**src/rtl/product_accumulator.sv**
```systemverilog
// rtl/product_accumulator.sv - sums frames of COUNT unsigned 8-bit products and hands off the result
// Optional build macro: PRODUCT_ACCUMULATOR_SATURATE_EN (saturating accumulator instead of wrapping)
module product_accumulator #(
  parameter int ACC_W = 16,
  parameter int COUNT = 8
) (
  input  logic             clk,
  input  logic             rst_n,
  input  logic             clear,
  input  logic             in_valid,
  output logic             in_ready,
  input  logic [7:0]       in_product,
  output logic             out_valid,
  input  logic             out_ready,
  output logic [ACC_W-1:0] out_sum,
  output logic             out_ovf
);

  localparam int CNT_W = $clog2(COUNT + 1);
  localparam logic [CNT_W-1:0] LAST = CNT_W'(COUNT - 1);

  typedef enum logic {ACC, OUT} state_t;

  state_t           state, state_nx;
  logic [ACC_W-1:0] acc;
  logic [CNT_W-1:0] cnt;
  logic             ovf;

  logic [ACC_W:0]   sum_ext;
  logic [ACC_W-1:0] acc_next;
  logic             ovf_next;
  logic             take;
  logic             last;

  assign in_ready  = (state == ACC);
  assign out_valid = (state == OUT);

  assign sum_ext  = {1'b0, acc} + {{(ACC_W - 7){1'b0}}, in_product};
  assign ovf_next = ovf | sum_ext[ACC_W];
  assign take     = in_valid && in_ready;
  assign last     = take && (cnt == LAST);

`ifdef PRODUCT_ACCUMULATOR_SATURATE_EN
  // Once pinned at all-ones, every later add carries again, so it stays pinned
  assign acc_next = sum_ext[ACC_W] ? {ACC_W{1'b1}} : sum_ext[ACC_W-1:0];
`else
  assign acc_next = sum_ext[ACC_W-1:0];
`endif

  always_ff @(posedge clk or negedge rst_n) begin
    if (!rst_n) state <= ACC;
    else        state <= state_nx;
  end

  always_comb begin
    state_nx = state;
    if (clear) begin
      state_nx = ACC;
    end else begin
      case (state)
        ACC:     if (last) state_nx = OUT;
        OUT:     if (out_ready) state_nx = ACC;
        default: state_nx = ACC;
      endcase
    end
  end

  always_ff @(posedge clk or negedge rst_n) begin
    if (!rst_n) begin
      acc     <= '0;
      cnt     <= '0;
      ovf     <= 1'b0;
      out_sum <= '0;
      out_ovf <= 1'b0;
    end else if (clear) begin
      acc <= '0;
      cnt <= '0;
      ovf <= 1'b0;
    end else if (state == OUT) begin
      if (out_ready) begin
        acc <= '0;
        cnt <= '0;
        ovf <= 1'b0;
      end
    end else if (take) begin
      acc <= acc_next;
      cnt <= cnt + CNT_W'(1);
      ovf <= ovf_next;
      if (last) begin
        out_sum <= acc_next;
        out_ovf <= ovf_next;
      end
    end
  end

endmodule

```
**config.mk**
```make
export PLATFORM = sky130hd
export DESIGN_NAME = product_accumulator
export DESIGN_NICKNAME = d
export VERILOG_FILES = /design/src/rtl/product_accumulator.sv
export SDC_FILE = /design/constraint.sdc
export NUM_CORES = 1
export LEC_CHECK = 0
export BUFFER_PORTS_ARGS = -buffer_cell sky130_fd_sc_hd__buf_2
export CAP_MARGIN = 20
export CORE_ASPECT_RATIO = 0.8
export CORE_MARGIN = 1
export CORE_UTILIZATION = 45
export DETAILED_ROUTE_END_ITERATION = 7
export GPL_TIMING_DRIVEN = 0
export PLACE_DENSITY = 0.66
export SYNTH_ARGS = -nofsm -noshare
export SYNTH_HDL_FRONTEND = slang
export SYNTH_SLANG_ARGS = --single-unit
```
**constraint.sdc**
```tcl
create_clock -name clk -period 3.61 [get_ports clk]
set_clock_uncertainty 0.1 [all_clocks]
set_input_delay 0.722 -clock clk [delete_from_list [all_inputs] [get_ports clk]]
set_output_delay 0.722 -clock clk [all_outputs]
set_load 0.05 [all_outputs]
```
Word-level counts from Yosys, hierarchy flattened --
Index checks and enable logic that the tools add are counted.
Word-level totals: bits in registers 39, bits in latches 0, memory bits (writable) 0, ROM bits 0, memories kept 0
Cells by class: add/subtract/negate cells 2, multipliers 0, div/mod/pow operators 0, order comparisons 0, equal/unequal tests 2, shifts and indexed selects 0, mux-type cells 16, bitwise gates (word level) 3, reduce and logical (&&, ||, !) cells 5
Operators by type and width (count):
- $mux 16 | 4
- $add 16x8->17 | 1
- $mux 4 | 4
- $mux 1 | 7
- $add 4x1->4 const B | 1
- $eq 4x3->1 const B | 1
- $reduce_and 4->1 | 1
- $ne 3x3->1 const B | 1
- $reduce_bool 3->1 | 1
- $logic_and 1x1->1 | 2
- $not 1->1 | 2
- $pmux 1 s2 | 1
- $reduce_and 2->1 | 1
- $or 1x1->1 | 1

Longest topological paths before layout --
Gate-level depths: netlist (run 1).
word-level depth 6, depth in mapped cells 8

Least setup slack after synthesis (run 1) --
OpenSTA, ideal clock, no wires.
kind input port to flip-flop, start point in in_product[0], end point reg acc[14], library setup time 0.069 ns, data arrival time 2.260 ns, data required time 3.441 ns, slack 1.182 ns, cell stages on the path 8, path through ha_1 fa_1 a211oi_1 or3_4 a21oi_4 nand3_2 or3_1 nand3_1
On the way: cells in the longest elaborated chain, start to end 4
RTL lines:
- start, declared | RTL line 12 | input logic [7:0] in_product,
- $add 16x8->17 | RTL line 38 | assign sum_ext = {1'b0, acc} + {{(ACC_W - 7){1'b0}}, in_product};
- $mux 16 | RTL line 85 | end else if (take) begin
- $mux 16 | RTL line 79 | end else if (state == OUT) begin
- $mux 16 | RTL line 75 | end else if (clear) begin
- end signal, assigned | RTL line 86 | acc <= acc_next;
- end, declared | RTL line 25 | logic [ACC_W-1:0] acc;
No other way between the ends. The select of a mux whose other input is x is not followed. A chain may end at the register's enable or synchronous reset.

Final worst setup path (run 1) --
Same ends and word-level chain as after synthesis.

==> results of run 1 <==
-- cells in the final DEF (no fill, tap or decap), types with 6 or more instances in the layout --
cell / instances
a22o_1: 7
nor2_1: 10
o21ai_1: 6
xnor2_1: 8
buf_2: 32
a21oi_1: 12
xor2_1: 6
ha_1: 9
dfrtp_1: 39
mux2_2: 6
nand2_1: 19
inv_1: 6
o21ai_0: 16
-- Yosys cell counts, types with 2 or more instances --
master     count
a21o_1         5
a21oi_1       12
a22o_1         7
and2_1         2
clkbuf_1       4
dfrtp_1       39
ha_1           9
inv_1          6
mux2_2         6
nand2_1       19
nand3_1        2
nand4_1        2
nand4b_1       2
nor2_1        10
nor2b_1        3
o2111ai_1      2
o21ai_0       16
o21ai_1        6
o31ai_1        4
or3_1          4
xnor2_1        8
xor2_1         6
-- cells by family after synthesis --
kind of cell	count (synthesis)	share of synthesized area, %
AOI/OAI and AO/OA	62	20.1
xor gates and xnor gates	14	6.09
adders and majority gates	10	6.58
buffers and inverters	12	2.30
DFF	39	48.4
muxes	7	3.91
and+or+nand+nor	50	12.5
-- registers in the layout, summed over array words and instances (netlist names) --
| signal | cells |
|---|---|
| out_sum | 16 |
| ovf | 1 |
| out_ovf | 1 |
| out_valid | 1 |
| cnt | 4 |
| acc | 16 |
-- power by group through the flow --
stage / Sequential, uW / Clock (uW) / Combinational (uW)
floorplan: 471 / 0 / 115
detailed placement: 472 / 0 / 159
global placement: 472 / 0 / 157
CTS: 464 / 297 / 160
finish: 464 / 291 / 161
global route: 466 / 314 / 180
-- per-stage QoR --
| step | hold slack (ns) | total power (uW) | utilization [%] |
|---|---|---|---|
| floorplan | 0.326 | 586 | - |
| global placement | 0.359 | 630 | 53.0 |
| detailed placement | 0.367 | 631 | 53.0 |
| CTS | 0.384 | 922 | 55.1 |
| global route | 0.403 | 960 | 55.1 |
| finish | 0.380 | 916 | 55.1 |
-- metal layers --
layer | up-vias | part of all wire [%]
met4 | 0 | 1.3
met3 | 7 | 5.9
met1 | 743 | 53
met2 | 41 | 40
met5 | - | 0
li1 | 778 | -
-- worst paths after layout --
| kind | cells past startpoint | end | slack, ns |
|---|---|---|---|
| worst max register to register | 8 | acc[14] | 1.28 |
| worst min-delay path | 2 | out_sum[8] | 0.38 |
| min in group asynchronous | 1 | out_sum[5] | 0.43 |
| worst min register to register | 2 | out_sum[8] | 0.38 |
| max in group asynchronous | 1 | out_sum[8] | 2.42 |
| worst max-delay path | 9 | acc[14] | 1.14 |
-- critical path, stage by stage --
cell and delay [ns]:
buf_2 0.08, ha_1 0.18, fa_1 0.29, a211oi_1 0.13, or3_4 0.40, a21oi_4 0.25, nand3_2 0.14, or3_1 0.31
nand3_1 0.09
-- cell type report --
| type | count | share of cell area [%] |
|---|---|---|
| Sequential cell | 39 | 41.9 |
| Clock buffer | 5 | 2.95 |
| Clock inverter | 3 | 0.859 |
| Buffer | 6 | 1.02 |
| Tap cell | 57 | 3.06 |
| Timing Repair Buffer | 31 | 6.66 |
| Multi-Input combinational cell | 143 | 42.6 |
| Inverter | 6 | 0.967 |
==> metrics.cfg, run 1 <==
[power]
p_switching_uw = 266
p_comb_share_pct = 17.6
intPower_uw = 650
p_sw_share_pct = 29.0
irDropWorstVdd_mv = 0.200
power_density_mw_per_mm2 = 393
leakage_uw = 0.00113
seqPwrFrac_pct = 50.7
clkPwrFrac_pct = 31.8

[die]
dieArea_mm2 = 0.00475
rows = 21
die_y_um = 61.8
die_w_um = 76.8
core_mm2 = 0.00423
ios = 32
start_util_pct = 47.6

[clock_tree]
hold_buffers = 0
post_cts_buffers = 0
clockBufferDepth = 2
cts_max_level = 2
clock-root-buffer = clkbuf_8
clock_latency_ns = 0.29
path_clk_slew_ns = 0.07
ctsResizeCount = 0
cts_buffers = 5
cts_tree = done
clock_sinks = 39

[outcome]
status = completed

[synth]
synth_top_area_share_pct = 48.4
netlist_area_mm2 = 0.00201
ys_top_cells_by_area = dfrtp_1 48%, ha_1 5.6%, o21ai_0 4.0%
synth_seq_cells = 39
synth_cell_type_count = 42
syn_nets = 217
yosys_most_used_dff = dfrtp_1
async_reset_ff_share_pct = 100
yosys_warnings = 0
yosysSeqAreaShare_pct = 48.4
synthCells = 194
yosysTopAreaCell = dfrtp_1
syn_avg_cell_area_um2 = 10.4
synth_edf_count = 0

[sta]
maxSlewViolCount = 0
slew_headroom_pct = 42.4
fin_crit_ns = 2.47
fmax_ghz = 0.405
setup_slack_ns = 1.14
tns_ns = 0
worstMarginPinSlew_ns = 0.864
setup_violations = 0
rsz0062_at_grt = false
fin_crit_sh_pct = 68.5
report.final.hold_viol_count = 0

[global_route]
use_met3_pct = 3.94
top_usage_layer = met1
grtUsageTotal_pct = 19.3
grt_start_max_net_pins = 40
grt_use_met2_pct = 27.7
grt_pass1_vias = 1399
grt_pass1_wl_um = 6890
antenna_found_initial = 0
grt_use_met1_pct = 29.1
grt_overflow = 0

[detailed_routing]
via_per_inst = 5.41
wl_um = 4040
drt_first_pass_iters = 4
ant_nets = 0
drc = 0
drt_iter0_drc = 108
routedWlPerCell_um = 13.9
dr_total_vias = 1569

[worst_setup_path]
cp-startpoint = in_product[0]
critPathKind = in -> reg
arrival_ns = 2.59
worstPathRequired_ns = 3.73
cp-end-kind = flip-flop
cp-start-kind = input port
cp_max_fo = 7
worstReg2RegStart = acc[0]

[layout]
multiInputGateArea_um2 = 992
stdcell_area_mm2 = 0.00233
diodes = 0
nNetsFinal = 255
ff_latch_area_um2 = 976
layoutNonFillerInstCount = 290
fillers = 381
drive_gt1_share_pct = 22.3
areaGrowthSynthToFinish_pct = 15.7

[place]
place_area_mm2 = 0.00224
dp.cells = 282
gp_congestion = 0.808
dp_slack_ns = 0.877
numPortBuffers = 31
dpl.hpwl_um = 2900

[hold_path]
hp-class = reg -> reg
min-delay-start = out_sum[8]

[flow_run]
cap_viol_max_count = 0

No activity file was read; power rests on OpenSTA's default activity.
==> inputs of run 2 (changes only) <==
--- a/config.mk
+++ b/config.mk
@@ -12,7 +12,7 @@
 export CORE_UTILIZATION = 45
 export DETAILED_ROUTE_END_ITERATION = 7
 export GPL_TIMING_DRIVEN = 0
-export PLACE_DENSITY = 0.66
+export PLACE_DENSITY = 0.68
 export SYNTH_ARGS = -nofsm -noshare
 export SYNTH_HDL_FRONTEND = slang
 export SYNTH_SLANG_ARGS = --single-unit
==> constraint.sdc (replaced) <==
create_clock -name clk -period 2.1 [get_ports clk]
set_clock_uncertainty 0.1 [all_clocks]
set_input_delay 0.42 -clock clk [delete_from_list [all_inputs] [get_ports clk]]
set_output_delay 0.42 -clock clk [all_outputs]
set_load 0.05 [all_outputs]
==> run 2 against run 1 <==
The flow now finishes with violations (setup timing). Non-clock buffer count up 15. Sequential share of layout area is 5.0 points lower. Global-route usage grew 1.6 points.
==> metrics.cfg, run 2 (synthesized netlist as in run 1, its figures left out) <==
[clock_tree]
path_clk_slew_ns = 0.07  ; about the same
clock-root-buffer = clkbuf_8  ; unchanged
cts_max_level = 2  ; unchanged
cts_tree = done  ; unchanged
cts_buffers = 5  ; unchanged
hold_buffers = 0  ; unchanged
clock_latency_ns = 0.30  ; was 0.29 ns
clock_sinks = 39  ; unchanged
clockBufferDepth = 2  ; unchanged

[global_route]
grt_start_max_net_pins = 40  ; unchanged
grt_pass1_vias = 1512  ; was 1,399
grtUsageTotal_pct = 20.9  ; was 19.3%
grt_pass1_wl_um = 7390  ; was 6890 um
antenna_found_initial = 0  ; unchanged
grt_overflow = 0  ; unchanged

[place]
gp_congestion = 0.807  ; was 0.808
dpl.hpwl_um = 2880  ; was 2900 um
dp_slack_ns = -0.262  ; was 0.877 ns
numPortBuffers = 31  ; unchanged
place_area_mm2 = 0.00227  ; was 0.00224 mm^2

[power]
irDropWorstVdd_mv = 0.445  ; was 0.200 mV
power_density_mw_per_mm2 = 644  ; was 393 mW/mm^2
seqPwrFrac_pct = 47.4  ; was 50.7%
p_comb_share_pct = 23.6  ; was 17.6%
clkPwrFrac_pct = 29.0  ; was 31.8%
leakage_uw = 0.00124  ; was 0.00113 uW
intPower_uw = 1200  ; was 650 uW
p_switching_uw = 506  ; was 266 uW
p_sw_share_pct = 29.7  ; was 29.0%

[detailed_routing]
dr_total_vias = 1669  ; was 1,569
drc = 0  ; unchanged
ant_nets = 0  ; unchanged
routedWlPerCell_um = 15.7  ; was 13.9 um
via_per_inst = 5.47  ; was 5.41
drt_iter0_drc = 58  ; was 108
wl_um = 4800  ; was 4040 um
drt_first_pass_iters = 4  ; unchanged

[sta]
slew_headroom_pct = 41.2  ; was 42.4%
fmax_ghz = 0.445
setup_violations = 15  ; was 0
holdWs_ns = 0.142  ; was 0.380 ns
worstMarginPinSlew_ns = 0.882  ; was 0.864 ns
report.final.hold_viol_count = 0  ; unchanged
setup_slack_ns = -0.145  ; was 1.14 ns
rsz0062_at_grt = true  ; was false
maxSlewViolCount = 0  ; unchanged
fin_crit_sh_pct = 107
fin_crit_ns = 2.24

[worst_setup_path]
critPathKind = reg -> reg  ; was in -> reg
cp-end-kind = flip-flop  ; unchanged
cp_max_fo = 4  ; was 7
cp-start-kind = flip-flop  ; was input port
arrival_ns = 2.33  ; was 2.59 ns
worstPathRequired_ns = 2.19  ; was 3.73 ns

[layout]
drive_gt1_share_pct = 36.3  ; was 22.3%
layout.cells.most_common = dfrtp_1  ; unchanged
nNetsFinal = 270  ; was 255
areaGrowthSynthToFinish_pct = 31.2  ; was 15.7%
final_util_pct = 62.5  ; was 55.1%
fillers = 362  ; was 381
reg_top3 = acc (16), out_sum (16), cnt (4)  ; unchanged
stdcell_area_mm2 = 0.00264  ; was 0.00233 mm^2
diodes = 0  ; unchanged
layout_common_cells = 39 x dfrtp_1, 32 x buf_2, 17 x nand2_1  ; was 39 x dfrtp_1, 32 x buf_2, 19 x nand2_1

[die]
dieArea_mm2 = 0.00475  ; unchanged
start_util_pct = 47.6  ; unchanged
rows = 21  ; unchanged
die_y_um = 61.8  ; unchanged
die_w_um = 76.8  ; unchanged
ios = 32  ; unchanged
core_mm2 = 0.00423  ; unchanged

[flow_run]
cap_viol_max_count = 0  ; unchanged

[outcome]
status = finished, violations left  ; was completed
violations = setup timing

[hold_path]
hp-class = in -> async  ; was reg -> reg

## run 2: cell types whose count changed in the layout (fill, tap and decap cells not counted), moves of 3 or more
cell	delta
o21ai_1	+7
buf_4	+12
a21oi_2	+4
o21ai_0	-7
ha_4	+6
buf_6	+3
a21oi_1	-5
ha_1	-6
## run 2: timing repair
item / CTS / global route
endpoints found under the setup margin: 19 / 24
buffers inserted: 9 / 6
gates resized for setup: 18 / 22
pin swaps: 11 / 13
## run 2: final cells by class
type | count | area [um^2] | share of cell area, %
buffer | 6 | 25.0 | 0.947
multi-input combinational | 143 | 1190 | 44.9
inverter | 6 | 22.5 | 0.852
clock inverter | 1 | 5.00 | 0.189
tap | 57 | 71.3 | 2.70
clock buffer | 7 | 76.3 | 2.89
sequential | 39 | 976 | 36.9
timing repair buffer | 46 | 279 | 10.6
## run 2: power groups by stage
stage,Sequential [uW],Clock [uW],Combinational [uW]
after floorplan,812,0,207
after global placement,814,0,279
after detailed placement,813,0,283
after CTS,805,501,334
after global routing,809,544,428
final,807,494,401
## run 2: layer usage
metal	part of all wire, %	track usage [%]
met1	48	29.4
met2	45	31.9
met3	4.5	4.23
met4	2.4	9.07
met5	0	0
## run 2: metrics by stage
stage	std cells	power [uW]	TNS [ns]
2_1_floorplan	194	1020	-0.00938
3_3_place_gp	282	1090	-3.34
3_5_place_dp	282	1100	-3.85
4_1_cts	299	1640	-0.151
5_1_grt	305	1780	-2.34
6_report	305	1700	-0.946
## run 2: worst paths after layout
kind,startpoint,to,slack (ns),cells after the start
min in group clk,out_ready,out_valid,0.21,2
worst max register to register,acc[1],acc[11],-0.14,7
worst min register to register,out_sum[11],out_sum[11],0.39,2
worst max-delay path,acc[1],acc[11],-0.14,7
worst min-delay path,rst_n,out_sum[6],0.14,1
max in group asynchronous,rst_n,out_sum[12],1.21,1
## run 2: critical path, stage by stage (launching register included)
cell and delay (ns):
dfrtp_1 0.41, ha_1 0.30, a21oi_2 0.06, nand4b_1 0.25, a211oi_4 0.40, o2111ai_2 0.18
a21o_1 0.19, mux2_4 0.25
